$ cat src/rtl/overture_cond_branch_ctrl.sv
// OVERTURE conditional branch sequencer: steps the PC, resolves conditional jumps.
// Optional taken-jump counter is built when OVERTURE_COND_STATS_EN is defined.
module overture_cond_branch_ctrl #(
  parameter int unsigned PC_WIDTH = 8,
  parameter logic [PC_WIDTH-1:0] RESET_PC = '0
) (
  input  logic                clk,
  input  logic                rst,
  input  logic [7:0]          instr_i,
  input  logic                instr_valid_i,
  output logic                instr_ready_o,
  input  logic                halt_i,
  input  logic [7:0]          cond_value_i,
  input  logic [PC_WIDTH-1:0] jump_target_i,
  output logic [PC_WIDTH-1:0] pc_o,
  output logic                taken_o,
`ifdef OVERTURE_COND_STATS_EN
  input  logic                stats_clr_i,
  output logic [15:0]         taken_count_o,
`endif
  output logic                busy_o
);

  typedef enum logic {
    IDLE = 1'b0,
    EVAL = 1'b1
  } state_t;

  state_t              state_q, state_d;
  logic [2:0]          cc_q, cc_d;
  logic [PC_WIDTH-1:0] pc_q, pc_d;
  logic                taken_q, taken_d;
  logic                accept;
  logic                is_cond;
  logic                v_neg, v_zero, v_pos;
  logic                taken_c;
  logic                resolve_taken;

  assign instr_ready_o = (state_q == IDLE) && !halt_i;
  assign accept        = instr_valid_i && instr_ready_o;
  assign is_cond       = (instr_i[7:6] == 2'b11);

  assign v_neg  = cond_value_i[7];
  assign v_zero = (cond_value_i == 8'h00);
  assign v_pos  = !v_neg && !v_zero;

  // Evaluate the latched condition code against the current operand
  always_comb begin
    taken_c = 1'b0;
    unique case (cc_q)
      3'd0: taken_c = 1'b0;
      3'd1: taken_c = v_zero;
      3'd2: taken_c = v_neg;
      3'd3: taken_c = v_neg || v_zero;
      3'd4: taken_c = 1'b1;
      3'd5: taken_c = !v_zero;
      3'd6: taken_c = !v_neg;
      3'd7: taken_c = v_pos;
      default: taken_c = 1'b0;
    endcase
  end

  // State register
  always_ff @(posedge clk or posedge rst) begin
    if (rst) begin
      state_q <= IDLE;
    end else begin
      state_q <= state_d;
    end
  end

  // Next-state logic; halt freezes the FSM
  always_comb begin
    state_d = state_q;
    if (!halt_i) begin
      unique case (state_q)
        IDLE: if (accept && is_cond) state_d = EVAL;
        EVAL: state_d = IDLE;
        default: state_d = IDLE;
      endcase
    end
  end

  // Datapath next values: pc step/jump, taken pulse, latched condition code
  always_comb begin
    pc_d    = pc_q;
    taken_d = taken_q;
    cc_d    = cc_q;
    if (!halt_i) begin
      taken_d = 1'b0;
      unique case (state_q)
        IDLE: begin
          if (accept) begin
            if (is_cond) cc_d = instr_i[2:0];
            else         pc_d = pc_q + 1'b1;
          end
        end
        EVAL: begin
          if (taken_c) begin
            pc_d    = jump_target_i;
            taken_d = 1'b1;
          end else begin
            pc_d = pc_q + 1'b1;
          end
        end
        default: ;
      endcase
    end
  end

  // Datapath registers
  always_ff @(posedge clk or posedge rst) begin
    if (rst) begin
      pc_q    <= RESET_PC;
      taken_q <= 1'b0;
      cc_q    <= 3'd0;
    end else begin
      pc_q    <= pc_d;
      taken_q <= taken_d;
      cc_q    <= cc_d;
    end
  end

  assign resolve_taken = !halt_i && (state_q == EVAL) && taken_c;
  assign pc_o          = pc_q;
  assign taken_o       = taken_q;
  assign busy_o        = (state_q == EVAL);

`ifdef OVERTURE_COND_STATS_EN
  logic [15:0] taken_count_q;

  // Saturating taken-jump counter; a clear beats a same-cycle increment
  always_ff @(posedge clk or posedge rst) begin
    if (rst) begin
      taken_count_q <= 16'h0000;
    end else if (!halt_i) begin
      if (stats_clr_i) begin
        taken_count_q <= 16'h0000;
      end else if (resolve_taken && taken_count_q != 16'hFFFF) begin
        taken_count_q <= taken_count_q + 16'h0001;
      end
    end
  end

  assign taken_count_o = taken_count_q;
`else
  logic unused_resolve;
  assign unused_resolve = resolve_taken;
`endif

endmodule
$ cat config.mk
export PLATFORM = sky130hd
export DESIGN_NAME = overture_cond_branch_ctrl
export DESIGN_NICKNAME = d
export VERILOG_FILES = /design/src/rtl/overture_cond_branch_ctrl.sv
export SDC_FILE = /design/constraint.sdc
export NUM_CORES = 1
export LEC_CHECK = 0
export ABC_AREA = 1
export CAP_MARGIN = 20
export CORE_ASPECT_RATIO = 0.9
export CORE_MARGIN = 2
export CORE_UTILIZATION = 32
export CTS_CLUSTER_DIAMETER = 80
export DETAILED_ROUTE_END_ITERATION = 8
export HOLD_SLACK_MARGIN = 0.05
export SETUP_SLACK_MARGIN = 0.2
export SLEW_MARGIN = 10
export SYNTH_ARGS = -nofsm -noshare
export SYNTH_HDL_FRONTEND = slang
export SYNTH_SLANG_ARGS = --single-unit
$ cat constraint.sdc
create_clock -name clk -period 1.4 [get_ports clk]
set_input_delay 0.42 -clock clk [delete_from_list [all_inputs] [get_ports clk]]
set_output_delay 0.42 -clock clk [all_outputs]
set_load 0.02 [all_outputs]
==> results of run 1 <==
-- sequential cells by signal, summed over array words and instances (netlist names) --
signal,count
cc_q,3
taken_o,1
busy_o,1
pc_o,8
-- metrics by stage --
| stage | hold slack, ns | std cells | total power, W |
|---|---|---|---|
| 3_3_place_gp | 0.480 | 202 | 0.00159 |
| 6_report | 0.436 | 216 | 0.00217 |
| 4_1_cts | 0.438 | 214 | 0.00201 |
| 5_1_grt | 0.441 | 216 | 0.00232 |
| 2_1_floorplan | 0.297 | 119 | 0.00110 |
| 3_5_place_dp | 0.485 | 202 | 0.00160 |
-- cells in the mapped netlist (2+ instances only) --
library cell,instances
nand2_2,2
a21oi_1,2
nor2_2,5
inv_1,19
nand2_1,38
mux2_4,2
xor2_1,4
inv_2,4
o21ai_1,2
nand3_1,18
dfrtp_1,13
-- how the worst min path moves through the flow --
stage                             start                  end  slack (ns)
floorplan                           rst  cc_q[0]$_DFFE_PP0P_        0.30
global placement    taken_o$_DFFE_PP0N_  taken_o$_DFFE_PP0N_        0.48
global route                        rst  cc_q[2]$_DFFE_PP0P_        0.44
detailed placement  taken_o$_DFFE_PP0N_  taken_o$_DFFE_PP0N_        0.49
CTS                                 rst  cc_q[2]$_DFFE_PP0P_        0.44
finish                              rst  pc_o[6]$_DFFE_PP0P_        0.44
-- logic make-up (layout without fill, tap and decap cells) --
family | after synthesis | in the layout | share of synthesized area
xor gates and xnor gates | 5 | 5 | 0.0490
adders and majority gates | 1 | 1 | 0.0140
DFF | 13 | 13 | 0.364
buffers and inverters | 23 | 88 | 0.0966
AOI/OAI and AO/OA | 6 | 6 | 0.0532
and+or+nand+nor | 69 | 71 | 0.389
muxes | 2 | 2 | 0.0336
-- power by group --
part | internal (W) | switching (W) | leakage [nW]
registers | 0.000495 | 0.0000869 | 0.156
logic | 0.000697 | 0.000649 | 0.657
clock network | 0.000111 | 0.000128 | 0.0150
total | 0.00130 | 0.000865 | 0.829
-- repair_timing --
action	CTS	global route
pin swaps	16	14
cloned	3	0
hold buffers	0	0
endpoints found under the hold margin	0	0
endpoints found under the setup margin	23	23
buffers inserted	5	2
gates resized for setup	107	19
-- critical path, cell delays in order, from the launching register on --
cell     delay, ns
dfrtp_2       0.44
buf_6         0.13
buf_6         0.12
-- cell type report --
cell class,count,area (um2)
Inverter,23,109
Timing Repair inverter,1,7.51
Tap cell,30,37.5
Fill cell,227,968
Multi-Input combinational cell,85,652
Clock buffer,4,26.3
Sequential cell,13,332
Timing Repair Buffer,60,571
-- layer usage --
metal | GRT usage | part of all wire
met5 | 0 | 0
met4 | 0.0704 | 0.016
met3 | 0.0529 | 0.038
met2 | 0.351 | 0.55
met1 | 0.197 | 0.39
==> impl_metrics.tcl, run 1 <==
set metrics [dict create \
    syn-instance-count 119 \
    p_leak_nw 0.829 \
    worst_pin_slew_ns 0.265 \
    layout_min_cycle_time_ns 1.39 \
    synth_nets 148 \
    period_share 0.990 \
    grt_max_degree 14 \
    die_h_um 54.1 \
    core-area_mm2 0.00270 \
    worstPathRequired_ns 0.98 \
    rsz0062_at_grt "true" \
    grt_pass1_wl_um 4400 \
    finalMaxSlewViolations 0 \
    pre_cts_slack_ns -0.607 \
    gp_congestion 0.739 \
    dr.pass1.iters 2 \
    antenna_found_initial 0 \
    synth-main-ff-cell "dfrtp_1" \
    vias 1020 \
    critPathLaunchType "flop" \
    synth-edff-count 0 \
    clk_path_buf_depth 2 \
    finalSetupViolations 0 \
    areaGrowthSynthToFinish_pct 94.1 \
    path_max_fanout 3 \
    ys_seq_area_frac 0.364 \
    skew_ns 0.000909 \
    dieArea_mm2 0.00323 \
    hpwl_um 1770 \
    num_rows 18 \
    die_w_um 59.7 \
    async_flop_share 1.00 \
    final_common_cell "nand2_1" \
    ys_seq_elements 13 \
    reg2reg_depth 7 \
    final_cell_mix "nand2_1 (26), buf_4 (19), buf_6 (17)" \
    grt_pass1_vias 1042 \
    avgSynthCellArea_um2 7.51 \
    clock_sinks 13 \
    rrSetupSlack_ns 0.05 \
    drt_iter0_markers 16 \
    h-tree-depth 1 \
    clk_pin_slew_ns 0.08 \
    crit_type "reg2out" \
    run_status "finished, final reports clean" \
    yosysWarningCount 0 \
    cts_tree "built" \
    vias_per_cell 4.72 \
    crit_path_end "busy_o" \
    finish.utilization 0.642 \
    nets 216 \
    grt.overflow.total 0 \
    drive_gt1_frac 0.527 \
    numCtsBuffers 3 \
    cts-root-buf "clkbuf_4" \
    tns_ns 0 \
    drtAntennaViolNets 0 \
    start_util 0.331 \
    startpoint "busy_o$_DFFE_PP0N_" \
    powerDensity_mw_per_mm2 1250 \
    syn-cell-area_um2 893 \
    yosysTopAreaCell "dfrtp_1" \
    antennaDiodeCount 0 \
    hold_path.class "in2async" \
    setup_slack_ns 0.0147 \
    maxCapViolations 0 \
    wl_per_cell_um 12.5 \
    drcViolationCount 0 \
    final_hold_viol_count 0 \
    routed_wl_um 2710 \
    slew_headroom 0.822 \
    fmax_mhz 722 \
    synth_cell_type_count 21 \
    io_pins 39 \
    worst-endpoint-arrival_ns 0.97 \
    rr_startpoint "pc_o[0]$_DFFE_PP0P_" \
    synthTopCellsByArea "dfrtp_1 (36%), nand2_1 (16%), nand3_1 (10%)" \
    reg2reg_to "pc_o[2]$_DFFE_PP0P_" \
    grtUsageTotal 0.187 \
    yosysTopAreaCellShare 0.364 \
    numPortBuffers 35 \
    ir_worst_vdd_mv 0.693 \
    placed_cell_area_mm2 0.00147 \
    worstSetupEndpointType "output port" \
    final_area_mm2 0.00173 \
    insertion_delay_ns 0.28 \
]
(Power assumes the default switching activity.)
==> run 2, diff against run 1 <==
--- a/config.mk
+++ b/config.mk
@@ -13,6 +13,7 @@
 export CTS_CLUSTER_DIAMETER = 80
 export DETAILED_ROUTE_END_ITERATION = 8
 export HOLD_SLACK_MARGIN = 0.05
+export MAX_ROUTING_LAYER = met4
 export SETUP_SLACK_MARGIN = 0.2
 export SLEW_MARGIN = 10
 export SYNTH_ARGS = -nofsm -noshare
==> impl_metrics.tcl, run 2 (same netlist as run 1, synthesis figures left out) <==
set metrics [dict create \
    run_status "finished, final reports clean" \
    drtAntennaViolNets 0 \
    critPathLaunchType "flop" \
    vias 1020 \
    dr.pass1.iters 2 \
    start_util 0.331 \
    vias_per_cell 4.72 \
    io_pins 39 \
    p_leak_nw 0.829 \
    antennaDiodeCount 0 \
    grtUsageTotal 0.193 \
    crit_type "reg2out" \
    num_rows 18 \
    clk_pin_slew_ns 0.08 \
    die_h_um 54.1 \
    clock_sinks 13 \
    hold_path.class "in2async" \
    grt_max_degree 14 \
    worst-endpoint-arrival_ns 0.97 \
    dieArea_mm2 0.00323 \
    antenna_found_initial 0 \
    powerDensity_mw_per_mm2 1250 \
    core-area_mm2 0.00270 \
    cts_tree "built" \
    finish.utilization 0.642 \
    maxCapViolations 0 \
    finalSetupViolations 0 \
    numCtsBuffers 3 \
    num-fill-cells 227 \
    areaGrowthSynthToFinish_pct 94.1 \
    worst_pin_slew_ns 0.265 \
    ff_latch_area_um2 332 \
    rrSetupSlack_ns 0.05 \
    wl_per_cell_um 12.5 \
    grt.overflow.total 0 \
    reg2reg_to "pc_o[2]$_DFFE_PP0P_" \
    tns_ns 0 \
    cts-root-buf "clkbuf_4" \
    drt_iter0_markers 15 \
    multi_input_area_um2 652 \
    drive_gt1_frac 0.527 \
    numPortBuffers 35 \
    largest_register_ffs 8 \
    worstPathRequired_ns 0.98 \
    period_share 0.990 \
    clk_path_buf_depth 2 \
    reg2reg_depth 7 \
    final_hold_viol_count 0 \
    whs_ns 0.435 \
    nets 216 \
    h-tree-depth 1 \
    finalMaxSlewViolations 0 \
    drcViolationCount 0 \
    rr_startpoint "pc_o[0]$_DFFE_PP0P_" \
    worstSetupEndpointType "output port" \
    skew_ns 0.000909 \
    die_w_um 59.7 \
    grt_pass1_vias 1041 \
    final_cell_mix "nand2_1 (26), buf_4 (19), buf_6 (17)" \
    final_common_cell "nand2_1" \
    slew_headroom 0.822 \
    rsz0062_at_grt "true" \
    ir_worst_vdd_mv 0.693 \
    gp_congestion 0.748 \
    power.total_w 0.00217 \
    cts-hold-fix-buffers 0 \
    routed_wl_um 2700 \
    path_max_fanout 3 \
    fmax_mhz 722 \
    hpwl_um 1770 \
    grt_pass1_wl_um 4410 \
    layout_min_cycle_time_ns 1.39 \
    insertion_delay_ns 0.28 \
]
## run 2: cell counts in the layout (fill, tap and decap cells not counted)
Identical to the previous run, type by type.
## run 2: stage by stage
stage                     worst slack [ns]  cells  area, um2
after floorplan                      0.138    119        945
final                               0.0145    216       1730
after global placement              -0.598    202       1470
after detailed placement            -0.607    202       1470
after global routing               -0.0286    216       1730
after CTS                         -0.00413    214       1630
## run 2: final cells by class
| cell class | count | share of cell area |
|---|---|---|
| tap | 30 | 0.0216 |
| timing repair buffer | 60 | 0.329 |
| clock buffer | 4 | 0.0152 |
| multi-input combinational | 85 | 0.376 |
| timing repair inverter | 1 | 0.00433 |
| inverter | 23 | 0.0628 |
| sequential | 13 | 0.191 |
## run 2: how the worst max path moves through the flow
stage,from,end,cells after the start
final,busy_o$_DFFE_PP0N_,busy_o,2
after global routing,busy_o$_DFFE_PP0N_,busy_o,2
after detailed placement,halt_i,instr_ready_o,3
after global placement,halt_i,instr_ready_o,3
after floorplan,pc_o[0]$_DFFE_PP0P_,pc_o[6]$_DFFE_PP0P_,7
after CTS,busy_o$_DFFE_PP0N_,busy_o,2
## run 2: timing repair
| item | in CTS | in global routing |
|---|---|---|
| setup buffers | 5 | 2 |
| endpoints found under the setup margin | 23 | 23 |
| pin swaps | 16 | 14 |
| gates resized for setup | 107 | 19 |
| gates cloned | 3 | 0 |
## run 2: worst max-delay path, cell delays in order, from the launching register on
cell and delay [ns]:
dfrtp_2 0.44, buf_6 0.13, buf_6 0.12
## run 2: where the power goes
group	total (W)	switching, W	internal (W)	leakage, nW
Clock	0.000239	0.000129	0.000111	0.0150
Sequential	0.000582	0.0000870	0.000495	0.156
Combinational	0.00135	0.000649	0.000697	0.657
Total	0.00217	0.000865	0.00130	0.829
## run 2: metal layers
metal / global-route usage / up-vias / share of wire
met4: 0.0704 / 0 / 0.016
li1: - / 513 / -
met2: 0.351 / 24 / 0.55
met3: 0.0481 / 4 / 0.033
met5: - / - / 0
met1: 0.201 / 479 / 0.40
==> run 3, diff against run 2 <==
--- a/config.mk
+++ b/config.mk
@@ -6,6 +6,7 @@
 export NUM_CORES = 1
 export LEC_CHECK = 0
 export ABC_AREA = 1
+export ABC_CLOCK_PERIOD_IN_PS = 1540
 export CAP_MARGIN = 20
 export CORE_ASPECT_RATIO = 0.9
 export CORE_MARGIN = 2
==> constraint.sdc (replaced) <==
create_clock -name clk -period 1.54 [get_ports clk]
set_input_delay 0.462 -clock clk [delete_from_list [all_inputs] [get_ports clk]]
set_output_delay 0.462 -clock clk [all_outputs]
set_load 0.02 [all_outputs]
==> impl_metrics.tcl, run 3 (same netlist as run 1, synthesis figures left out) <==
set metrics [dict create \
    cts_tree "built" \
    clock_sinks 13 \
    clk_path_buf_depth 2 \
    vias_per_cell 4.80 \
    routed_wl_um 2790 \
    slew_headroom 0.875 \
    rsz0062_at_grt "true" \
    tns_ns 0 \
    finalSetupViolations 0 \
    drt_iter0_markers 39 \
    largest_register_ffs 8 \
    io_pins 39 \
    grtUsageTotal 0.168 \
    nets 215 \
    period_share 0.934 \
    num-fill-cells 250 \
    finalMaxSlewViolations 0 \
    worst_pin_slew_ns 0.186 \
    grt_max_degree 14 \
    num_rows 18 \
    numCtsBuffers 3 \
    crit_type "in2out" \
    run_status "finished, final reports clean" \
    worstPathRequired_ns 1.08 \
    cp_top_family "buffers and inverters" \
    final_cell_mix "nand2_1 (29), buf_4 (22), inv_1 (17)" \
    met2_usage 0.277 \
    gp_congestion 0.768 \
    antenna_found_initial 0 \
    drive_gt1_frac 0.459 \
    power.total_w 0.00182 \
    crit_slowest_cell "dlygate4sd2_1" \
    worst-endpoint-arrival_ns 0.98 \
    worstSetupEndpointType "output port" \
    met3_usage 0.0385 \
    insertion_delay_ns 0.28 \
    numPortBuffers 35 \
    path_max_fanout 2 \
    ir_worst_vdd_mv 0.672 \
    maxCapViolations 0 \
    areaGrowthSynthToFinish_pct 80.8 \
    critical-path-max-stage-delay_ns 0.27 \
    die_h_um 54.1 \
    grt_busiest_layer "met2" \
    critPathBufInv 2 \
    cts-hold-fix-buffers 0 \
    critPathLaunchType "input pin" \
    antennaDiodeCount 0 \
    grt.overflow.total 0 \
    clk_pin_slew_ns 0.08 \
    rrSetupSlack_ns 0.21 \
    cts-root-buf "clkbuf_4" \
    wl_per_cell_um 13.0 \
    dr.pass1.iters 4 \
    layout_min_cycle_time_ns 1.44 \
    core-area_mm2 0.00270 \
    start_util 0.331 \
    fmax_mhz 695 \
    powerDensity_mw_per_mm2 1130 \
    grt_pass1_wl_um 3970 \
    final_hold_viol_count 0 \
    h-tree-depth 1 \
    vias 1033 \
    skew_ns 0.00161 \
    grt_pass1_vias 922 \
    hpwl_um 1730 \
    drcViolationCount 0 \
    final_common_cell "nand2_1" \
    grt_use_met1 0.203 \
    dieArea_mm2 0.00323 \
    die_w_um 59.7 \
    hold_path.class "in2async" \
    drtAntennaViolNets 0 \
    p_leak_nw 0.840 \
    path_cells "dlygate4sd2_1 -> nor2_4 -> buf_6" \
]
==> run 3: final timing paths <==
| kind | start | cells after the start | end |
|---|---|---|---|
| setup / recovery | halt_i | 3 | instr_ready_o |
| hold / removal | rst | 3 | pc_o[5]$_DFFE_PP0P_ |
| setup reg to reg | pc_o[1]$_DFFE_PP0P_ | 10 | pc_o[7]$_DFFE_PP0P_ |
| hold reg to reg | taken_o$_DFFE_PP0N_ | 2 | taken_o$_DFFE_PP0N_ |
| max in group asynchronous | rst | 3 | pc_o[1]$_DFFE_PP0P_ |
| min in group clk | taken_o$_DFFE_PP0N_ | 2 | taken_o$_DFFE_PP0N_ |
==> run 3: cell type report <==
cell class / instances / area (um2) / share of cell area
clock buffer: 3 / 22.5 / 0.0139
multi-input combinational: 85 / 613 / 0.380
timing repair buffer: 59 / 509 / 0.315
inverter: 23 / 91.3 / 0.0565
sequential: 13 / 329 / 0.204
clock inverter: 1 / 5.00 / 0.00310
tap: 30 / 37.5 / 0.0232
timing repair inverter: 1 / 7.51 / 0.00465
==> run 3: layer usage <==
metal  part of all wire  routed length [um]  vias up
met5                  0                   0        -
met4              0.013                  35        0
met3              0.053                 148        4
met2               0.54                1500       27
met1               0.40                1110      497
li1                   -                   -      505
==> run 3: tightest hold or removal path, delay by kind of cell <==
family | cells | cell delay, ns
buffers and inverters | 3 | 0.66
==> run 3: report_power, final <==
part	internal, W	switching, W	leakage [nW]
Clock	0.0000965	0.000124	0.0177
Combinational	0.000513	0.000555	0.663
Sequential	0.000446	0.0000866	0.159
Total	0.00105	0.000765	0.840
==> run 3: timing repair <==
item | 4_1_cts | 5_1_grt
buffers inserted | 5 | 6
setup endpoints to repair | 23 | 14
pin swaps | 11 | 21
cloned | 3 | 0
resized for setup | 71 | 35
==> run 3: metrics by stage <==
step	instances	hold slack (ns)	utilization	setup WS [ns]	area (um2)
finish	215	0.468	0.598	0.101	1620
global route	215	0.490	0.598	0.0724	1620
CTS	209	0.472	0.538	0.0929	1450
detailed placement	197	0.492	0.513	-0.583	1390
global placement	197	0.481	0.513	-0.568	1390
floorplan	119	0.339	-	0.211	901
